### src/rtl/id_ex_pipe_reg_if.sv
// id_ex_pipe_reg_if: decode-to-execute handshake and payload bundle for the
// ID/EX pipeline register. The slave modport is the register itself; the
// master modport is the surrounding decode/execute logic.
interface id_ex_pipe_reg_if #(
    parameter int XLEN = 64,
    parameter int REGW = 5
);
    // Decode side
    logic            in_valid;
    logic            in_ready;
    logic            flush;
    logic [XLEN-1:0] pc_in;
    logic [XLEN-1:0] rs1_data_in;
    logic [XLEN-1:0] rs2_data_in;
    logic [XLEN-1:0] imm_in;
    logic [REGW-1:0] rd_in;
    logic [REGW-1:0] rs1_in;
    logic [REGW-1:0] rs2_in;
    logic [31:0]     instr_in;
    logic            branch_in;
    logic            memread_in;
    logic            memtoreg_in;
    logic            memwrite_in;
    logic            alusrc_in;
    logic            regwrite_in;
    logic [1:0]      aluop_in;

    // Execute side
    logic            out_valid;
    logic            out_ready;
    logic [XLEN-1:0] pc_ex;
    logic [XLEN-1:0] rs1_data_ex;
    logic [XLEN-1:0] rs2_data_ex;
    logic [XLEN-1:0] imm_ex;
    logic [REGW-1:0] rd_ex;
    logic [REGW-1:0] rs1_ex;
    logic [REGW-1:0] rs2_ex;
    logic [3:0]      funct_ex;
    logic            branch_ex;
    logic            memread_ex;
    logic            memtoreg_ex;
    logic            memwrite_ex;
    logic            alusrc_ex;
    logic            regwrite_ex;
    logic [1:0]      aluop_ex;
    logic [1:0]      occupancy;

    modport master (
        output in_valid, flush, out_ready,
        output pc_in, rs1_data_in, rs2_data_in, imm_in,
        output rd_in, rs1_in, rs2_in, instr_in,
        output branch_in, memread_in, memtoreg_in, memwrite_in,
        output alusrc_in, regwrite_in, aluop_in,
        input  in_ready, out_valid, occupancy,
        input  pc_ex, rs1_data_ex, rs2_data_ex, imm_ex,
        input  rd_ex, rs1_ex, rs2_ex, funct_ex,
        input  branch_ex, memread_ex, memtoreg_ex, memwrite_ex,
        input  alusrc_ex, regwrite_ex, aluop_ex
    );

    modport slave (
        input  in_valid, flush, out_ready,
        input  pc_in, rs1_data_in, rs2_data_in, imm_in,
        input  rd_in, rs1_in, rs2_in, instr_in,
        input  branch_in, memread_in, memtoreg_in, memwrite_in,
        input  alusrc_in, regwrite_in, aluop_in,
        output in_ready, out_valid, occupancy,
        output pc_ex, rs1_data_ex, rs2_data_ex, imm_ex,
        output rd_ex, rs1_ex, rs2_ex, funct_ex,
        output branch_ex, memread_ex, memtoreg_ex, memwrite_ex,
        output alusrc_ex, regwrite_ex, aluop_ex
    );
endinterface

### src/rtl/id_ex_pipe_reg.sv
// id_ex_pipe_reg: ID/EX pipeline register with valid/ready handshake,
// synchronous flush and bubble gating of the side-effecting controls.
// Build option: define IDEX_SKID_EN to add a second (skid) entry so that
// in_ready is a registered signal with no combinational path from out_ready.
// Without it the block is a single register and in_ready = !out_valid || out_ready.
module id_ex_pipe_reg #(
    parameter int XLEN = 64,
    parameter int REGW = 5
) (
    input  logic            clk,
    input  logic            reset_n,
    id_ex_pipe_reg_if.slave bus
);
    typedef struct packed {
        logic [XLEN-1:0] pc;
        logic [XLEN-1:0] rs1_data;
        logic [XLEN-1:0] rs2_data;
        logic [XLEN-1:0] imm;
        logic [REGW-1:0] rd;
        logic [REGW-1:0] rs1;
        logic [REGW-1:0] rs2;
        logic [3:0]      funct;
        logic            branch;
        logic            memread;
        logic            memtoreg;
        logic            memwrite;
        logic            alusrc;
        logic            regwrite;
        logic [1:0]      aluop;
    } idex_t;

    // Occupancy encoding doubles as the handshake state.
    localparam logic [1:0] ST_EMPTY = 2'd0;
    localparam logic [1:0] ST_ONE   = 2'd1;

    logic [1:0] state_q;
    logic [1:0] state_d;
    idex_t      in_pkt;
    idex_t      out_q;
    idex_t      out_d;
    logic       out_valid;
    logic       in_ready;
    logic       accept;
    logic       deliver;
    logic       unused_instr;

    // Pack the decode payload; only bit 30 and bits 14:12 of the instruction survive.
    always_comb begin
        in_pkt          = '0;
        in_pkt.pc       = bus.pc_in;
        in_pkt.rs1_data = bus.rs1_data_in;
        in_pkt.rs2_data = bus.rs2_data_in;
        in_pkt.imm      = bus.imm_in;
        in_pkt.rd       = bus.rd_in;
        in_pkt.rs1      = bus.rs1_in;
        in_pkt.rs2      = bus.rs2_in;
        in_pkt.funct    = {bus.instr_in[30], bus.instr_in[14:12]};
        in_pkt.branch   = bus.branch_in;
        in_pkt.memread  = bus.memread_in;
        in_pkt.memtoreg = bus.memtoreg_in;
        in_pkt.memwrite = bus.memwrite_in;
        in_pkt.alusrc   = bus.alusrc_in;
        in_pkt.regwrite = bus.regwrite_in;
        in_pkt.aluop    = bus.aluop_in;
    end

    assign unused_instr = ^{bus.instr_in[31], bus.instr_in[29:15], bus.instr_in[11:0]};

    assign out_valid = (state_q != ST_EMPTY);
    assign deliver   = out_valid && bus.out_ready;
    assign accept    = bus.in_valid && in_ready && !bus.flush;

`ifdef IDEX_SKID_EN
    localparam logic [1:0] ST_FULL = 2'd2;

    idex_t skid_q;
    idex_t skid_d;

    // Ready depends only on the state register, breaking the out_ready path.
    assign in_ready = (state_q != ST_FULL);

    // Occupancy transitions; flush empties both entries regardless of handshakes.
    always_comb begin
        state_d = state_q;
        if (bus.flush) begin
            state_d = ST_EMPTY;
        end else begin
            case (state_q)
                ST_EMPTY: if (accept) state_d = ST_ONE;
                ST_ONE: begin
                    if (accept && !deliver) begin
                        state_d = ST_FULL;
                    end else if (!accept && deliver) begin
                        state_d = ST_EMPTY;
                    end
                end
                ST_FULL:  if (deliver) state_d = ST_ONE;
                default:  state_d = ST_EMPTY;
            endcase
        end
    end

    // Steer payload: new data goes to the output register when it is free or
    // draining, otherwise into the skid entry; a draining FULL promotes skid.
    always_comb begin
        out_d  = out_q;
        skid_d = skid_q;
        if (!bus.flush) begin
            case (state_q)
                ST_EMPTY: if (accept) out_d = in_pkt;
                ST_ONE: begin
                    if (accept && deliver) begin
                        out_d = in_pkt;
                    end else if (accept) begin
                        skid_d = in_pkt;
                    end
                end
                ST_FULL:  if (deliver) out_d = skid_q;
                default:  out_d = out_q;
            endcase
        end
    end

    // Skid entry storage; its validity is encoded in state_q.
    always_ff @(posedge clk or negedge reset_n) begin
        if (!reset_n) begin
            skid_q <= '0;
        end else begin
            skid_q <= skid_d;
        end
    end

    assign bus.occupancy = state_q;
`else
    // Single entry: accept whenever the register is free or being drained.
    assign in_ready = !out_valid || bus.out_ready;

    // Occupancy transitions; an accept always refills the draining register.
    always_comb begin
        state_d = state_q;
        if (bus.flush) begin
            state_d = ST_EMPTY;
        end else begin
            case (state_q)
                ST_EMPTY: if (accept) state_d = ST_ONE;
                ST_ONE:   if (deliver && !accept) state_d = ST_EMPTY;
                default:  state_d = ST_EMPTY;
            endcase
        end
    end

    // Load the output register on every accept; flush leaves payload untouched.
    always_comb begin
        out_d = out_q;
        if (accept) begin
            out_d = in_pkt;
        end
    end

    assign bus.occupancy = {1'b0, state_q[0]};
`endif

    // Handshake state register.
    always_ff @(posedge clk or negedge reset_n) begin
        if (!reset_n) begin
            state_q <= ST_EMPTY;
        end else begin
            state_q <= state_d;
        end
    end

    // Output payload register.
    always_ff @(posedge clk or negedge reset_n) begin
        if (!reset_n) begin
            out_q <= '0;
        end else begin
            out_q <= out_d;
        end
    end

    assign bus.in_ready    = in_ready;
    assign bus.out_valid   = out_valid;
    assign bus.pc_ex       = out_q.pc;
    assign bus.rs1_data_ex = out_q.rs1_data;
    assign bus.rs2_data_ex = out_q.rs2_data;
    assign bus.imm_ex      = out_q.imm;
    assign bus.rd_ex       = out_q.rd;
    assign bus.rs1_ex      = out_q.rs1;
    assign bus.rs2_ex      = out_q.rs2;
    assign bus.funct_ex    = out_q.funct;
    assign bus.memtoreg_ex = out_q.memtoreg;
    assign bus.alusrc_ex   = out_q.alusrc;
    assign bus.aluop_ex    = out_q.aluop;

    // Bubbles must never branch, touch memory or write the register file.
    assign bus.branch_ex   = out_q.branch   && out_valid;
    assign bus.memread_ex  = out_q.memread  && out_valid;
    assign bus.memwrite_ex = out_q.memwrite && out_valid;
    assign bus.regwrite_ex = out_q.regwrite && out_valid;
endmodule
### src/flat_wrapper.sv
// flat-port wrapper written by rule: the top's interface ports become plain ports
module id_ex_pipe_reg_flat 
#(
    parameter int XLEN = 64,
    parameter int REGW = 5
)
  (clk, reset_n, bus_in_valid, bus_flush, bus_out_ready, bus_pc_in, bus_rs1_data_in, bus_rs2_data_in, bus_imm_in, bus_rd_in, bus_rs1_in, bus_rs2_in, bus_instr_in, bus_branch_in, bus_memread_in, bus_memtoreg_in, bus_memwrite_in, bus_alusrc_in, bus_regwrite_in, bus_aluop_in, bus_in_ready, bus_out_valid, bus_occupancy, bus_pc_ex, bus_rs1_data_ex, bus_rs2_data_ex, bus_imm_ex, bus_rd_ex, bus_rs1_ex, bus_rs2_ex, bus_funct_ex, bus_branch_ex, bus_memread_ex, bus_memtoreg_ex, bus_memwrite_ex, bus_alusrc_ex, bus_regwrite_ex, bus_aluop_ex);
  id_ex_pipe_reg_if #(.XLEN(XLEN), .REGW(REGW)) bus_i ();
  input  logic clk;
  input  logic reset_n;
  input wire logic [$bits(bus_i.in_valid)-1:0] bus_in_valid;
  input wire logic [$bits(bus_i.flush)-1:0] bus_flush;
  input wire logic [$bits(bus_i.out_ready)-1:0] bus_out_ready;
  input wire logic [$bits(bus_i.pc_in)-1:0] bus_pc_in;
  input wire logic [$bits(bus_i.rs1_data_in)-1:0] bus_rs1_data_in;
  input wire logic [$bits(bus_i.rs2_data_in)-1:0] bus_rs2_data_in;
  input wire logic [$bits(bus_i.imm_in)-1:0] bus_imm_in;
  input wire logic [$bits(bus_i.rd_in)-1:0] bus_rd_in;
  input wire logic [$bits(bus_i.rs1_in)-1:0] bus_rs1_in;
  input wire logic [$bits(bus_i.rs2_in)-1:0] bus_rs2_in;
  input wire logic [$bits(bus_i.instr_in)-1:0] bus_instr_in;
  input wire logic [$bits(bus_i.branch_in)-1:0] bus_branch_in;
  input wire logic [$bits(bus_i.memread_in)-1:0] bus_memread_in;
  input wire logic [$bits(bus_i.memtoreg_in)-1:0] bus_memtoreg_in;
  input wire logic [$bits(bus_i.memwrite_in)-1:0] bus_memwrite_in;
  input wire logic [$bits(bus_i.alusrc_in)-1:0] bus_alusrc_in;
  input wire logic [$bits(bus_i.regwrite_in)-1:0] bus_regwrite_in;
  input wire logic [$bits(bus_i.aluop_in)-1:0] bus_aluop_in;
  output wire logic [$bits(bus_i.in_ready)-1:0] bus_in_ready;
  output wire logic [$bits(bus_i.out_valid)-1:0] bus_out_valid;
  output wire logic [$bits(bus_i.occupancy)-1:0] bus_occupancy;
  output wire logic [$bits(bus_i.pc_ex)-1:0] bus_pc_ex;
  output wire logic [$bits(bus_i.rs1_data_ex)-1:0] bus_rs1_data_ex;
  output wire logic [$bits(bus_i.rs2_data_ex)-1:0] bus_rs2_data_ex;
  output wire logic [$bits(bus_i.imm_ex)-1:0] bus_imm_ex;
  output wire logic [$bits(bus_i.rd_ex)-1:0] bus_rd_ex;
  output wire logic [$bits(bus_i.rs1_ex)-1:0] bus_rs1_ex;
  output wire logic [$bits(bus_i.rs2_ex)-1:0] bus_rs2_ex;
  output wire logic [$bits(bus_i.funct_ex)-1:0] bus_funct_ex;
  output wire logic [$bits(bus_i.branch_ex)-1:0] bus_branch_ex;
  output wire logic [$bits(bus_i.memread_ex)-1:0] bus_memread_ex;
  output wire logic [$bits(bus_i.memtoreg_ex)-1:0] bus_memtoreg_ex;
  output wire logic [$bits(bus_i.memwrite_ex)-1:0] bus_memwrite_ex;
  output wire logic [$bits(bus_i.alusrc_ex)-1:0] bus_alusrc_ex;
  output wire logic [$bits(bus_i.regwrite_ex)-1:0] bus_regwrite_ex;
  output wire logic [$bits(bus_i.aluop_ex)-1:0] bus_aluop_ex;
  assign bus_i.in_valid = bus_in_valid;
  assign bus_i.flush = bus_flush;
  assign bus_i.out_ready = bus_out_ready;
  assign bus_i.pc_in = bus_pc_in;
  assign bus_i.rs1_data_in = bus_rs1_data_in;
  assign bus_i.rs2_data_in = bus_rs2_data_in;
  assign bus_i.imm_in = bus_imm_in;
  assign bus_i.rd_in = bus_rd_in;
  assign bus_i.rs1_in = bus_rs1_in;
  assign bus_i.rs2_in = bus_rs2_in;
  assign bus_i.instr_in = bus_instr_in;
  assign bus_i.branch_in = bus_branch_in;
  assign bus_i.memread_in = bus_memread_in;
  assign bus_i.memtoreg_in = bus_memtoreg_in;
  assign bus_i.memwrite_in = bus_memwrite_in;
  assign bus_i.alusrc_in = bus_alusrc_in;
  assign bus_i.regwrite_in = bus_regwrite_in;
  assign bus_i.aluop_in = bus_aluop_in;
  assign bus_in_ready = bus_i.in_ready;
  assign bus_out_valid = bus_i.out_valid;
  assign bus_occupancy = bus_i.occupancy;
  assign bus_pc_ex = bus_i.pc_ex;
  assign bus_rs1_data_ex = bus_i.rs1_data_ex;
  assign bus_rs2_data_ex = bus_i.rs2_data_ex;
  assign bus_imm_ex = bus_i.imm_ex;
  assign bus_rd_ex = bus_i.rd_ex;
  assign bus_rs1_ex = bus_i.rs1_ex;
  assign bus_rs2_ex = bus_i.rs2_ex;
  assign bus_funct_ex = bus_i.funct_ex;
  assign bus_branch_ex = bus_i.branch_ex;
  assign bus_memread_ex = bus_i.memread_ex;
  assign bus_memtoreg_ex = bus_i.memtoreg_ex;
  assign bus_memwrite_ex = bus_i.memwrite_ex;
  assign bus_alusrc_ex = bus_i.alusrc_ex;
  assign bus_regwrite_ex = bus_i.regwrite_ex;
  assign bus_aluop_ex = bus_i.aluop_ex;
  id_ex_pipe_reg #(.XLEN(XLEN), .REGW(REGW)) u_core (.clk(clk), .reset_n(reset_n), .bus(bus_i));
endmodule
### config.mk
export PLATFORM = sky130hd
export DESIGN_NAME = id_ex_pipe_reg_flat
export DESIGN_NICKNAME = d
export VERILOG_FILES = /design/src/rtl/id_ex_pipe_reg_if.sv /design/src/rtl/id_ex_pipe_reg.sv /design/src/flat_wrapper.sv
export SDC_FILE = /design/constraint.sdc
export NUM_CORES = 1
export LEC_CHECK = 0
export CORE_AREA = 2 2 236 238
export DETAILED_ROUTE_END_ITERATION = 10
export DIE_AREA = 0 0 238 240
export PLACE_DENSITY = 0.6
export SLEW_MARGIN = 20
export SYNTH_ARGS = -nofsm -noshare
export SYNTH_HDL_FRONTEND = slang
export SYNTH_SLANG_ARGS = --single-unit
### constraint.sdc
create_clock -name clk -period 1.5 [get_ports clk]
set_input_delay 0.15 -clock clk [delete_from_list [all_inputs] [get_ports clk]]
set_output_delay 0.15 -clock clk [all_outputs]
set_load 0.01 [all_outputs]
* Word-level counts from Yosys, hierarchy flattened
Cells that the tools add are included.
** Storage, ports and cells
- Output and inout port bits :: 287
- Bits in registers :: 285
- Logic and storage cells :: 38
- Input bits :: 316
** Operators by class
- Muxes and demuxes :: 4
- Reductions and logical operators :: 15
- Equality and inequality tests :: 3
** Operators with widths (number)
- $logic_and A1 B1 Y1 :: 8
- $mux W2 :: 3
- $ne A3 B2 Y1 const B :: 2
- $pmux W2 S2 :: 1
- $logic_not A1 Y1 :: 3
- $eq A2 B1 Y1 const B :: 1
- $logic_not A2 Y1 :: 1
- $reduce_and A2 Y1 :: 1
- $reduce_bool A2 Y1 :: 1
- $logic_or A1 B1 Y1 :: 1

* Longest topological paths before layout
- Depth in word-level cells :: 10
- Gate-level depth with buffers :: 5
- Mapped depth without buffers :: 3

* Least setup slack after synthesis
Ideal clock, no wire load.
- Path type :: reg2reg
- Start point :: register u_core.state_q[0]
- End point :: register u_core.out_q, in the netlist u_core.bus.imm_ex[62]
- Stages on the path, launching flop included :: 6
- Slack :: -0.188 ns
- Library setup time :: 0.125 ns
- Data required time :: 1.375 ns
- Buffers on the path :: 2
- Arrival time :: 1.563 ns
- Period minus slack after synthesis :: 1.688 ns
- Cell sequence :: dfrtp_1 and2b_1 nor3b_2 buf_4 buf_6 mux2_2
** Between the ends
- Cells in the longest elaborated chain, start to end :: 5
** Ends and longest elaborated chain
- start: declaration :: RTL line id_ex_pipe_reg.sv:36 : logic [1:0] state_q;
- start signal: assignment :: RTL line id_ex_pipe_reg.sv:168 : state_q <= state_d;
- $reduce_bool A2 Y1 :: RTL line id_ex_pipe_reg.sv:69 : assign out_valid = (state_q != ST_EMPTY);
- $logic_not A1 Y1 :: RTL line id_ex_pipe_reg.sv:136 : assign in_ready = !out_valid || bus.out_ready;
- $logic_or A1 B1 Y1 :: RTL line id_ex_pipe_reg.sv:136
- $logic_and A1 B1 Y1 (2 in a row) :: RTL line id_ex_pipe_reg.sv:71 : assign accept = bus.in_valid && in_ready && !bus.flush;
- end signal: assignment :: RTL line id_ex_pipe_reg.sv:177 : out_q <= out_d;
- end: declaration :: RTL line id_ex_pipe_reg.sv:39 : idex_t out_q;
Every way passes these cells.
A chain may end at the register's enable or synchronous reset.

* Worst setup path in the final report
- Start point :: register u_core.state_q[0]
- End point :: register u_core.out_q, in the netlist u_core.bus.pc_ex[3]
Same word-level chain as after synthesis.

==> impl_results.md <==
* Status: finished with violations
* Failing checks: negative setup slack
* Power per Cell Area at roughly 1300 nW/um^2
* Routed Antenna Nets at 0
* Max clock buf depth at 3
* Syn avg cell area at roughly 14 um^2
* Iteration-0 DRC count of the detailed router at 82
* Setup-failing EPs final at around 570
* Crit path required time at between 1500 and 2000 ps
* Final hold slack at roughly 190 ps
* Max Used Layer: met5
* Cell variety after synth at 12
* Remaining global-route overflow at 0
* Initial antenna violation count at 1
* Post-synthesis cell count at around 890
* Area delta synth->final at 46.92%
* Hold Vio Cnt, Final at 0
* RSZ-0062 raised after global routing: true
* Nets at ~1,600
* Core area at roughly 55,000 um^2
* Classification of the worst setup path: reg -> reg
* Commonest non-fill, non-tap cells in the layout: clkdlybuf4s50_1 (567), dfrtp_1 (284), mux2_2 (262)
* DR vias at approximately 7,500
* Largest net degree at the start of global routing at 45
* CP Cell Sequence: and2b_1 > nor3b_4 > buf_12 > bufbuf_16 > buf_6 > mux2_2
* IO Port Bufs at roughly 570
* Setup WS pre-CTS at -574.4 ps
* Leak at approximately 0.0076 uW
* Met2 routed WL at about 16,000 um
* TritonCTS clock tree: built
* Vias in the first global route at ~8,300
* Die width at roughly 240 um
* CP peak stage delay at around 380 ps
* Worst Hold Class: in -> async
* Total of max-cap violations at 0
* Max rail drop VDD at 0.9292 mV
* GP Congestion at approximately 0.74
* Worst-Margin Slew at between 500 and 600 ps
* DRC violations left at 0
* Slew Viols, Final at 0
* PnR worst setup slack at -306.6 ps
* Mean routed wirelength per cell at around 17 um
* TritonCTS Buffers at 34
* Commonest non-fill, non-tap cell in the layout: clkdlybuf4s50_1
* Part of the Yosys area used for sequential elements at between 50% and 60%
* Net Count, Synth at 1,203
* Yosys warns at 0
* Syn Std Cell Area at between 10,000 and 15,000 um^2
* M1 WL at ~11,000 um
* Worst skew pair latency at about 520 ps
* Multi-input gate area at ~3200 um^2
* FF+latch area at slightly above 7000 um^2
* Crit-path max FO at 8
* H-Tree Depth at 2
* CP startpoint kind: register
* Starting Density at 23.38%
* Die Span Y at 240 um
* Filler Cell Count at between 5,000 and 6,000
* Fin crit share at 120.4%
* # clock sinks at 284
* Total Routing Usage GR at between 10 and 15%
* Area of the die at 57,120 um^2
* Final HPWL DP at between 20,000 and 30,000 um
* Global-route wire length before repair at 48,350 um
* Number of synthesized register bits at about 280
* CP max stage cell: dfrtp_1
* Antenna cells at 0
* Critical path arrival at between 2000 and 2500 ps
* Via density at ~3.8
* # IOs at roughly 600
* Wirelength, routed at ~33,000 um
* Total negative slack at -93,500 ps
* Setup crit end kind: register
* FMAX at 0.5535 GHz
* Layout cells sized above 1 at between 20% and 30%
* Worst Clk Skew at between 15 and 20 ps
* Slew headroom at ~67%
* Fin crit period at around 1800 ps
* Met3 WL at around 4000 um
* Clock-pin slew on the worst setup and hold paths at about 60 ps
* Drt first pass iters at 4
* Num rows at 86
* Clk root buf: clkbuf_16
-- final timing paths --
check                                  startpoint                      to  slack (ps)  depth (start not counted)
hold / removal                            reset_n  u_core.bus.aluop_ex[1]         190                          2
hold reg to reg            u_core.bus.funct_ex[0]  u_core.bus.funct_ex[0]         490                          1
min in group clk                 bus_instr_in[14]  u_core.bus.funct_ex[2]         230                          2
setup / recovery                u_core.state_q[0]     u_core.bus.pc_ex[3]        -310                          6
max in group asynchronous                 reset_n    u_core.bus.pc_ex[46]         720                          3
setup reg to reg                u_core.state_q[0]     u_core.bus.pc_ex[3]        -310                          6
-- worst max-delay path, delay by kind of cell, from the launching register on --
kind | cells | cell delay (ps)
muxes | 1 | 340
DFF | 1 | 380
buffers and inverters | 3 | 570
and+or+nand+nor | 2 | 400
-- per-layer routing --
metal | global-route usage, % | up-vias
met5 | 0 | -
met4 | 3.864 | 2
met3 | 5.614 | 54
met2 | 19.25 | 398
met1 | 11.12 | 3673
li1 | - | 3397
-- timing repair --
action | CTS | global route
endpoints found under the setup margin | 569 | 569
hold endpoints to repair | 284 | 0
pin swaps | 1 | 1
gates resized for setup | 25 | 0
hold buffers | 1 | 0
cloned | 1 | 0
buffers inserted | 1 | 0
-- through the flow --
stage | cell area, um^2 | std cells | total power [uW] | utilization, %
after floorplan | 12780 | 887 | 13560 | -
after global routing | 18780 | 1965 | 25140 | 34.35
after detailed placement | 17570 | 1901 | 16030 | 32.15
after CTS | 18780 | 1965 | 24470 | 34.35
final | 18780 | 1965 | 23940 | 34.35
after global placement | 17570 | 1901 | 15920 | 32.15
-- kinds of logic (layout without fill, tap and decap cells) --
family | after synthesis | count (layout) | share of synthesized area [%]
and+or+nand+nor | 8 | 8 | 0.4112
other | 1 | 1 | 0.02934
DFF | 284 | 284 | 55.61
buffers and inverters | 311 | 685 | 19.01
muxes | 283 | 283 | 24.94
-- report_power, final --
part | internal [uW] | total, uW | switching, uW
combinational | 4010 | 6140 | 2130
clock | 4940 | 8110 | 3180
sequential | 8980 | 9690 | 709
total | 17900 | 23900 | 6010
-- state kept, by name, indices dropped and copies added (netlist names) --
| signal | cells |
|---|---|
| u_core.bus.rd_ex | 5 |
| u_core.bus.imm_ex | 64 |
| u_core.out_q | 4 |
| u_core.state_q | 1 |
| u_core.bus.rs2_data_ex | 64 |
| u_core.bus.aluop_ex | 2 |
| u_core.bus.pc_ex | 64 |
| u_core.bus.rs2_ex | 5 |
| u_core.bus.memtoreg_ex | 1 |
| u_core.bus.rs1_ex | 5 |
| u_core.bus.alusrc_ex | 1 |
| u_core.bus.rs1_data_ex | 64 |
| u_core.bus.funct_ex | 4 |
-- synthesized netlist by cell type --
library cell	number	area (um^2)
nor3b_2	1	12.51
mux2_1	21	236.5
buf_6	27	304.0
and2b_1	1	7.510
and2_1	4	25.02
buf_2	1	5.000
conb_1	1	3.750
buf_4	282	2117
inv_1	1	3.750
dfrtp_1	284	7107
mux2_2	262	2950
nor2_1	2	7.510
-- cell type report --
cell class	count	share of cell area, %
tap	704	4.691
clock inverter	8	0.2599
sequential	284	37.85
multi-input combinational	292	17.31
clock buffer	53	5.731
inverter	1	0.01999
timing repair buffer	623	34.14
Power figures use the tool's default switching activity.
